===== config.mk =====
export PLATFORM = sky130hd
export DESIGN_NAME = spike_event_packer
export DESIGN_NICKNAME = d
export VERILOG_FILES = /design/src/rtl/neo_pkg.sv /design/src/rtl/spike_evt_fifo.sv /design/src/rtl/spike_event_packer.sv
export SDC_FILE = /design/constraint.sdc
export NUM_CORES = 1
export LEC_CHECK = 0
export CAP_MARGIN = 10
export CELL_PAD_IN_SITES_DETAIL_PLACEMENT = 1
export CELL_PAD_IN_SITES_GLOBAL_PLACEMENT = 1
export CORE_UTILIZATION = 52
export CTS_BUF_LIST = sky130_fd_sc_hd__clkbuf_4 sky130_fd_sc_hd__clkbuf_8 sky130_fd_sc_hd__clkbuf_16
export CTS_CLUSTER_SIZE = 25
export DETAILED_ROUTE_END_ITERATION = 7
export PLACE_DENSITY = 0.78
export SLEW_MARGIN = 40
export SYNTH_ARGS = -nofsm -noshare
export SYNTH_HDL_FRONTEND = slang
export SYNTH_SLANG_ARGS = --single-unit
export TNS_END_PERCENT = 50

===== constraint.sdc =====
create_clock -name clk -period 9.15 [get_ports clk]
set_input_delay 0.915 -clock clk [delete_from_list [all_inputs] [get_ports clk]]
set_output_delay 0.915 -clock clk [all_outputs]
set_load 0.03 [all_outputs]

===== src/rtl/neo_pkg.sv =====
// Shared types for the NEO spike chain: sample/timestamp widths, the event record
// and the packer FSM states, plus the saturating magnitude helper.
package neo_pkg;

    localparam int TS_W  = 16;
    localparam int AMP_W = 16;

    typedef struct packed {
        logic [TS_W-1:0]  ts;
        logic [AMP_W-1:0] amp;
    } spike_evt_t;

    typedef enum logic [1:0] {
        ST_IDLE,
        ST_CAPTURE,
        ST_REFRACT
    } pk_state_e;

    // Two's-complement magnitude; the most negative code has no positive twin, so clip it.
    function automatic logic [AMP_W-1:0] abs_sat(input logic [AMP_W-1:0] x);
        logic [AMP_W-1:0] most_neg;
        most_neg = {1'b1, {(AMP_W-1){1'b0}}};
        if (x == most_neg) return ~most_neg;
        if (x[AMP_W-1])    return ~x + AMP_W'(1);
        return x;
    endfunction

endpackage


===== src/rtl/spike_evt_fifo.sv =====
// Synchronous first-word-fall-through event FIFO; the head entry is presented
// combinationally whenever the FIFO is non-empty.
module spike_evt_fifo
    import neo_pkg::*;
#(
    parameter int DEPTH = 8
) (
    input  logic                   clk,
    input  logic                   rst,
    input  logic                   push_i,
    input  spike_evt_t             wdata_i,
    input  logic                   pop_i,
    output spike_evt_t             rdata_o,
    output logic                   empty_o,
    output logic                   full_o,
    output logic [$clog2(DEPTH):0] level_o
);

    localparam int AW = $clog2(DEPTH);

    logic [AW:0] wr_ptr_q, wr_ptr_d;
    logic [AW:0] rd_ptr_q, rd_ptr_d;
    spike_evt_t  mem_q [DEPTH];
    logic        do_push, do_pop;

    assign level_o = wr_ptr_q - rd_ptr_q;
    assign empty_o = (wr_ptr_q == rd_ptr_q);
    assign full_o  = (level_o == (AW+1)'(DEPTH));

    // A slot vacated by a same-cycle pop lets a push through even when full.
    assign do_pop  = pop_i & ~empty_o;
    assign do_push = push_i & (~full_o | do_pop);

    assign wr_ptr_d = wr_ptr_q + (AW+1)'(do_push);
    assign rd_ptr_d = rd_ptr_q + (AW+1)'(do_pop);
    assign rdata_o  = empty_o ? '0 : mem_q[rd_ptr_q[AW-1:0]];

    always_ff @(posedge clk or posedge rst) begin
        if (rst) begin
            wr_ptr_q <= '0;
            rd_ptr_q <= '0;
        end else begin
            wr_ptr_q <= wr_ptr_d;
            rd_ptr_q <= rd_ptr_d;
        end
    end

    // NOTE: storage is deliberately not reset; the pointers alone decide which entries are live.
    always_ff @(posedge clk) begin
        if (do_push) mem_q[wr_ptr_q[AW-1:0]] <= wdata_i;
    end

endmodule


===== src/rtl/spike_event_packer.sv =====
// Converts the level spike flag into timestamped peak-amplitude events with a
// refractory holdoff, queued in an FWFT FIFO behind a valid/ready handshake.
module spike_event_packer
    import neo_pkg::*;
#(
    parameter int PEAK_WIN = 4,
    parameter int REFRACT  = 16,
    parameter int DEPTH    = 8
) (
    input  logic                   clk,
    input  logic                   rst,
    input  logic                   sample_en,
    input  logic                   spike_in,
    input  logic [AMP_W-1:0]       data_in,
    output logic                   evt_valid,
    input  logic                   evt_ready,
    output logic [TS_W-1:0]        evt_ts,
    output logic [AMP_W-1:0]       evt_amp,
    output logic [$clog2(DEPTH):0] fifo_level,
    output logic                   overflow,
    output logic [7:0]             drop_cnt
);

    localparam int WIN_W = (PEAK_WIN < 2) ? 1 : $clog2(PEAK_WIN + 1);
    localparam int REF_W = (REFRACT < 2) ? 1 : $clog2(REFRACT + 1);
    localparam pk_state_e POST_PUSH = (REFRACT == 0) ? ST_IDLE : ST_REFRACT;

    pk_state_e        state_q, state_d;
    logic [TS_W-1:0]  ts_q, ts_cur_q, ts_cur_d;
    logic [AMP_W-1:0] peak_q, peak_d, mag, peak_max;
    logic [WIN_W-1:0] win_cnt_q, win_cnt_d;
    logic [REF_W-1:0] ref_cnt_q, ref_cnt_d;
    logic             spike_prev_q, edge_det;
    logic             overflow_q;
    logic [7:0]       drop_cnt_q;
    logic             push, pop, full, empty;
    spike_evt_t       push_evt, head;

    assign mag      = abs_sat(data_in);
    assign edge_det = spike_in & ~spike_prev_q;
    assign peak_max = (mag > peak_q) ? mag : peak_q;
    assign pop      = evt_valid & evt_ready;

    // NOTE: every variable gets its hold value first so no path through the case infers a latch.
    always_comb begin
        state_d   = state_q;
        ts_cur_d  = ts_cur_q;
        peak_d    = peak_q;
        win_cnt_d = win_cnt_q;
        ref_cnt_d = ref_cnt_q;
        push      = 1'b0;
        push_evt  = '{ts: ts_cur_q, amp: peak_max};
        if (sample_en) begin
            unique case (state_q)
                ST_IDLE: begin
                    if (edge_det) begin
                        ts_cur_d  = ts_q;
                        peak_d    = mag;
                        win_cnt_d = WIN_W'(1);
                        if (PEAK_WIN <= 1) begin
                            push      = 1'b1;
                            push_evt  = '{ts: ts_q, amp: mag};
                            state_d   = POST_PUSH;
                            ref_cnt_d = '0;
                        end else begin
                            state_d = ST_CAPTURE;
                        end
                    end
                end
                ST_CAPTURE: begin
                    peak_d    = peak_max;
                    win_cnt_d = win_cnt_q + WIN_W'(1);
                    if (win_cnt_q == WIN_W'(PEAK_WIN - 1)) begin
                        push      = 1'b1;
                        state_d   = POST_PUSH;
                        ref_cnt_d = '0;
                    end
                end
                ST_REFRACT: begin
                    ref_cnt_d = ref_cnt_q + REF_W'(1);
                    if (ref_cnt_q == REF_W'(REFRACT - 1)) state_d = ST_IDLE;
                end
                default: state_d = ST_IDLE;
            endcase
        end
    end

    always_ff @(posedge clk or posedge rst) begin
        if (rst) begin
            state_q      <= ST_IDLE;
            ts_q         <= '0;
            ts_cur_q     <= '0;
            peak_q       <= '0;
            win_cnt_q    <= '0;
            ref_cnt_q    <= '0;
            spike_prev_q <= 1'b0;
            overflow_q   <= 1'b0;
            drop_cnt_q   <= '0;
        end else begin
            if (sample_en) begin
                ts_q         <= ts_q + TS_W'(1);
                spike_prev_q <= spike_in;
            end
            state_q   <= state_d;
            ts_cur_q  <= ts_cur_d;
            peak_q    <= peak_d;
            win_cnt_q <= win_cnt_d;
            ref_cnt_q <= ref_cnt_d;
            // The FIFO refuses a push only when full with no pop in the same cycle.
            if (push && full && !pop) begin
                overflow_q <= 1'b1;
                if (drop_cnt_q != 8'hFF) drop_cnt_q <= drop_cnt_q + 8'd1;
            end
        end
    end

    spike_evt_fifo #(.DEPTH(DEPTH)) u_fifo (
        .clk     (clk),
        .rst     (rst),
        .push_i  (push),
        .wdata_i (push_evt),
        .pop_i   (pop),
        .rdata_o (head),
        .empty_o (empty),
        .full_o  (full),
        .level_o (fifo_level)
    );

    assign evt_valid = ~empty;
    assign evt_ts    = head.ts;
    assign evt_amp   = head.amp;
    assign overflow  = overflow_q;
    assign drop_cnt  = drop_cnt_q;

endmodule


=== Word-level counts from Yosys, hierarchy flattened ===
Memories as Yosys holds them, arrays and structs flattened.
Index checks and enable logic that the tools add are counted.

* Register bits after elaboration: 76
* Output and inout port bits: 46
* Logic and storage cells: 76
* Input port bits: 21
* Memories kept: 1
* Memory bits (writable): 256

{| class="wikitable"
|+ Memory list
! name !! words !! bits a word !! read ports !! clocked after memory_dff !! wr ports !! line !! source
|-
| u_fifo.mem_q || 8 || 32 || 1 || 0 || 1 || spike_evt_fifo.sv:23 || <nowiki>spike_evt_t mem_q [DEPTH];</nowiki>
|}

* Order comparisons: 1
* Add/subtract/negate cells: 8
* Eq/ne operators: 11
* Bitwise logic cells: 9
* Reduce and logical (&&, ||, !) cells: 11
* Mux-type cells: 24

{| class="wikitable"
|+ Operator list
! kind !! count
|-
| 2-to-1 mux 16 bit || 6
|-
| adder 16 x 1 -> 16 bit, second input constant || 2
|-
| 2-to-1 mux 32 bit || 1
|-
| one-hot mux 16 bit (2 select lines) || 1
|-
| equality test 16 bit, second input constant || 1
|-
| greater-than comparator 16 bit || 1
|-
| NOT 16 bit || 1
|-
| one-hot mux 5 bit (2 select lines) || 1
|-
| AND reduction 3 bit || 3
|-
| adder 4 x 1 -> 4 bit || 2
|-
| adder 8 x 1 -> 8 bit, second input constant || 1
|-
| 2-to-1 mux 1 bit || 8
|-
| inequality test 8 bit, second input constant || 1
|-
| 2-to-1 mux 2 bit || 3
|-
| inequality test 2 bit, second input constant || 3
|-
| one-hot mux 2 bit (3 select lines) || 1
|-
| one-hot mux 3 bit (2 select lines) || 1
|-
| adder 5 x 1 -> 5 bit, second input constant || 1
|-
| equality test 5 x 4 -> 1 bit, second input constant || 1
|-
| 2-to-1 mux 5 bit || 1
|-
| AND 1 bit || 4
|-
| equality test 4 bit || 1
|-
| equality test 4 bit, second input constant || 1
|-
| AND reduction 4 bit || 1
|-
| other kinds (13) || 17
|}

=== Logic depth before layout (Yosys ltp) ===
* Depth in word-level cells: 8
* Depth in mapped cells: 15
* Gate-level depth less buffers: 13

=== Modules after synthesis ===
From an unflattened synthesis, not the netlist that was laid out.

* Cells, all modules: 869
* Area total of the unflattened synthesis: 14087.3 µm²

{| class="wikitable"
|+ By module, submodules not included
! module !! cells each !! instances !! area an instance (µm²)
|-
| spike_evt_fifo || 497 || 1 || 10302.4
|-
| spike_event_packer || 372 || 1 || 3784.9
|}

=== Least setup slack after synthesis ===
No wires, ideal clock.

* Path kind: register to register
* Start point: reg u_fifo.rd_ptr_q[2]
* End point: mem u_fifo.mem_q[1][0] (netlist bit), enable pin
* Buffers on the path: 2
* Stages on the path, launching flop included: 10
* Clock period less this slack: 5.040 ns
* Slack: 4.110 ns
* Required time: 8.689 ns
* Data arrival time: 4.579 ns
* Cell sequence: dfrtp_1 > clkbuf_1 > inv_1 > buf_1 > ha_1 > xnor2_1 > a2111oi_2 > a31oi_1 > nand2_1 > nor3_1

* Elaborated cells on any way between the ends: 11
* Those cells by class: add/sub: 1; eq/ne: 2; mux: 2; bitwise: 6

{| class="wikitable"
|+ RTL lines
! element !! line !! source
|-
| from (decl) || spike_evt_fifo.sv:22 || <nowiki>logic [AW:0] rd_ptr_q, rd_ptr_d;</nowiki>
|-
| from (signal assigned) || spike_evt_fifo.sv:44 || <nowiki>rd_ptr_q <= rd_ptr_d;</nowiki>
|-
| subtractor 4 bit || spike_evt_fifo.sv:26 || <nowiki>assign level_o = wr_ptr_q - rd_ptr_q;</nowiki>
|-
| named net fifo_level[2] || spike_event_packer.sv:19 || <nowiki>output logic [$clog2(DEPTH):0] fifo_level,</nowiki>
|-
| equality test 4 bit || spike_evt_fifo.sv:28 || <nowiki>assign full_o = (level_o == (AW+1)'(DEPTH));</nowiki>
|-
| NOT 1 bit || spike_evt_fifo.sv:32 || <nowiki>assign do_push = push_i & (~full_o | do_pop);</nowiki>
|-
| bitwise OR 1 bit || spike_evt_fifo.sv:32 ||
|-
| AND 1 bit || spike_evt_fifo.sv:32 ||
|-
| 2-to-1 mux 1 bit || spike_evt_fifo.sv:50 || <nowiki>if (do_push) mem_q[wr_ptr_q[AW-1:0]] <= wdata_i;</nowiki>
|-
| 2-to-1 mux 1 bit (not written as such) || spike_evt_fifo.sv:50 ||
|-
| to (decl) || spike_evt_fifo.sv:23 ||
|}

The timed path passes the listed nets, and every way through them passes these cells.

=== Worst setup path after layout ===
* Start point: in data_in[6]
* End point: reg peak_q[5]

* Cells in the longest elaborated chain, start to end: 8
* Elaborated cells on any way between the ends: 11
* Those cells by class: add/sub: 1; order compare: 1; eq/ne: 1; mux: 7; bitwise: 1

{| class="wikitable"
|+ Ends and longest elaborated chain
! element !! line !! source
|-
| from (decl) || spike_event_packer.sv:14 || <nowiki>input logic [AMP_W-1:0] data_in,</nowiki>
|-
| NOT 16 bit || neo_pkg.sv:24 || <nowiki>if (x[AMP_W-1]) return ~x + AMP_W'(1);</nowiki>
|-
| adder 16 x 1 -> 16 bit || neo_pkg.sv:24 ||
|-
| 2-to-1 mux 16 bit || neo_pkg.sv:24 ||
|-
| 2-to-1 mux 16 bit || neo_pkg.sv:25 || <nowiki>return x;</nowiki>
|-
| 2-to-1 mux 16 bit * || neo_pkg.sv:24 ||
|-
| greater-than comparator 16 bit || spike_event_packer.sv:41 || <nowiki>assign peak_max = (mag > peak_q) ? mag : peak_q;</nowiki>
|-
| 2-to-1 mux 16 bit || spike_event_packer.sv:41 ||
|-
| one-hot mux 16 bit (2 select lines) * || spike_event_packer.sv:54 || <nowiki>unique case (state_q)</nowiki>
|-
| to (signal assigned) || spike_event_packer.sv:106 || <nowiki>peak_q <= peak_d;</nowiki>
|-
| to (decl) || spike_event_packer.sv:30 || <nowiki>logic [AMP_W-1:0] peak_q, peak_d, mag, peak_max;</nowiki>
|}

Every way passes the cells marked *; elsewhere a longest branch is shown, timed or not. The select of a mux whose other input is x is not followed.
A chain may end at the register's enable or synchronous reset.

==> results.md <==
* Status: finished with violations
* Failing checks: DRC
* DRT iter0 DRCs at 441
* Total wire length at about 32 mm
* Data arrival, critical path at between 5 and 6 ns
* Leading cell type in the layout, fill and taps excluded: edfxtp_1
* Layout Area Growth over Synthesis at 15.8%
* CTS resizes at 0
* Hold Path Sink: overflow
* Post-route DRC at 5
* Final hold vios at 0
* Hold Path Cell Cnt at 1
* Synthesized flop and latch total at 332
* H-tree Lvls at 2
* GRT busiest layer: met2
* Root Buffer: clkbuf_16
* Worst Tran Pin Value at between 0.8 and 0.9 ns
* Share of the synthesized area in the top cell type at 0.548
* Most frequent cells in the layout: edfxtp_1, nand2_1, dfrtp_1, clkdlybuf4s50_1, mux4_2
* CP required at about 9.5 ns
* Die area at around 28,000 um^2
* Setup-failing EPs final at 0
* First-pass GRT wire length at between 40 and 50 mm
* Hold WS at 0.470 ns
* CP top delay family: compound AO/OA/AOI/OAI gates
* Mapped Area at 14,000 um^2
* Overall global routing resource usage at 0.241
* Final nets at roughly 1,000
* Post-synth EDFFs at 256
* Storage cell area at ~9600 um^2
* I/O pins at between 60 and 70
* Final ANT Viol Nets at 0
* HPWL Detailed at ~18 mm
* Layout Skew at between 0.02 and 0.025 ns
* Slew Viols, Final at 0
* Die height at between 150 and 200 um
* Fin Setup TNS at 0 ns
* Syn Inst Count at about 870
* Met1 GRT Util at 0.311
* Gr ovfl total at 0
* Met3 global-route usage at 0.0293
* Worst Hold Class: reg -> reg
* Initial Util at 0.533
* Crit end category: flop
* Min-delay src: overflow
* Vias in the first global route at 8,561
* Critical-path top delay cell: a21o_1
* Multi-input logic area at approximately 4200 um^2
* Die width at about 170 um
* Share of layout cells above drive strength 1 at 0.200
* Row Count at between 50 and 60
* Maximum root-to-sink buffer count at 3
* Largest cells by area after synthesis: edfxtp_1, dfrtp_1, mux4_2
* Fillcell total at around 2,400
* Yosys cell types at slightly below 60
* DR vias/cell at between 5 and 6
* Seq/Total Area, Yosys at 0.684
* Largest stage delay, worst path at about 0.70 ns
* Hold_buf cts at 0
* WS Path Type: in -> reg
* Reg2reg setup slack at between 5 and 6 ns
* Min cycle time layout at ~5.3 ns
* Asr flop ratio synth at 0.229
* RSZ-0062 raised after global routing: no
* Worst-path cell chain: clkdlybuf4s50_1 > nor4_1 > nand3_1 > nor2_1 > a211oi_1 > a31oi_1 > ha_1 > nand4_1 > a2111o_1 > a31oi_4 > a21o_1 > mux2_2
* Yosys warns at 0
* Number of post-CTS setup repair buffers at 0
* Most common flop cell mapped by yosys: edfxtp_1
* Routing usage on met2 at 0.428
* R2r endpoint: u_fifo.mem_q[5][9]
* Leak at ~0.0058 uW
* CP max FO at 28
* Initial antenna violation count at 0
* Reg-to-Reg Start: u_fifo.rd_ptr_q[0]
* Crit path depth at 12
* Worst reg2reg path depth at 10
* Gpl congestion at approximately 0.77
* Max_cap viols at 0
* Pin count of the biggest net entering global routing at 68
* Peak supply drop at around 0.00018 V
* Vias at between 7,000 and 8,000
* Fmax at 0.189 GHz
* Syn Area/Cell at approximately 16 um^2
* Critical path launch point type: input pin
* Worst Path Buf+Inv at 1
* Antenna diode count at 0
* CTS tree: yes
* Pwr Density at 337 nW/um^2
* Area of the core at around 26,000 um^2
* CTS Buf Count at 35
* Port Buffer Count at between 60 and 70
* Max_slew headroom at 0.427
* Leading area contributor after synthesis: edfxtp_1
* Synthesized net count at slightly above 900
* WL/cell at ~24 um
* Ratio of final minimum period to clock period at 0.577
* Router iterations before antenna repair at 7
* Clock Sinks at around 330
* Clk_lat worst skew at approximately 0.5 ns
* Clk slew on worst S/H paths at around 0.06 ns
## per-layer routing
layer	wire (um)	share of wire
met2	16600	0.52
met5	0	0
met1	13500	0.42
met4	616	0.019
met3	1110	0.035
## flip-flops by register name (all words and copies together), names as in the netlist
name and flops:
u_fifo.wr_ptr_q 4, state_q 2, u_fifo.mem_q 256, u_fifo.rd_ptr_q 4
win_cnt_q 3, ts_cur_q 16, ref_cnt_q 5, drop_cnt 8
overflow 1, peak_q 16, spike_prev_q 1, ts_q 16
## worst register-to-register path, delay by kind of cell (launching register included)
family                     cells  cell delay [ns]
AOI/OAI and AO/OA              2             0.69
adders and majority gates      1             0.40
buffers and inverters          3             0.89
DFF                            1             0.67
and+or+nand+nor                4             0.67
## synthesized netlist by cell type (17+ instances only)
| cell type | instances |
|---|---|
| ha_1 | 30 |
| nor2_1 | 21 |
| mux4_2 | 64 |
| xnor2_1 | 23 |
| o21ai_0 | 17 |
| nand2_1 | 104 |
| dfrtp_1 | 76 |
| mux2_2 | 29 |
| inv_1 | 30 |
| a21oi_1 | 48 |
| nand3_1 | 20 |
| edfxtp_1 | 256 |
| clkbuf_1 | 19 |
## logic make-up (layout without fill, tap and decap cells)
kind of cell               count (synthesis)  count (layout)  synth area share
buffers and inverters                     68             175            0.0204
and+or+nand+nor                          204             204            0.0710
AOI/OAI and AO/OA                         90              90            0.0383
DFF                                      332             332             0.684
adders and majority gates                 31              31            0.0282
muxes                                    106             106             0.137
xor gates and xnor gates                  34              34            0.0212
## power breakdown
group | internal, uW | leakage [uW] | total (uW) | switching [uW]
clock | 817 | 0.000560 | 1360 | 545
combinational | 820 | 0.00198 | 2040 | 1220
sequential | 1920 | 0.00324 | 2070 | 147
## through the flow
step | utilization | cells | setup slack (ns) | total power (uW) | area, um^2
after global routing | 0.618 | 1307 | 3.53 | 5700 | 16200
after floorplan | - | 865 | 4.11 | 3400 | 14000
final | 0.618 | 1307 | 3.87 | 5470 | 16200
after CTS | 0.618 | 1307 | 3.89 | 5510 | 16200
after global placement | 0.575 | 1245 | 3.58 | 4050 | 15100
after detailed placement | 0.575 | 1245 | 3.39 | 4120 | 15100
## final cells by class
type                       instances  share of cell area
multi-input combinational        465               0.259
clock buffer                      49              0.0612
tap                              335              0.0258
sequential                       332               0.591
inverter                          31             0.00725
clock inverter                    13             0.00740
timing repair buffer              82              0.0486
## worst max-delay path by stage
stage	start	end	slack, ns
floorplan	u_fifo.rd_ptr_q[2]	u_fifo.mem_q[1][0]	4.11
global placement	data_in[2]	peak_q[7]	3.58
detailed placement	data_in[2]	peak_q[7]	3.39
CTS	data_in[2]	peak_q[5]	3.89
global route	data_in[6]	peak_q[5]	3.53
finish	data_in[6]	peak_q[5]	3.87
Power figures use the tool's default switching activity.
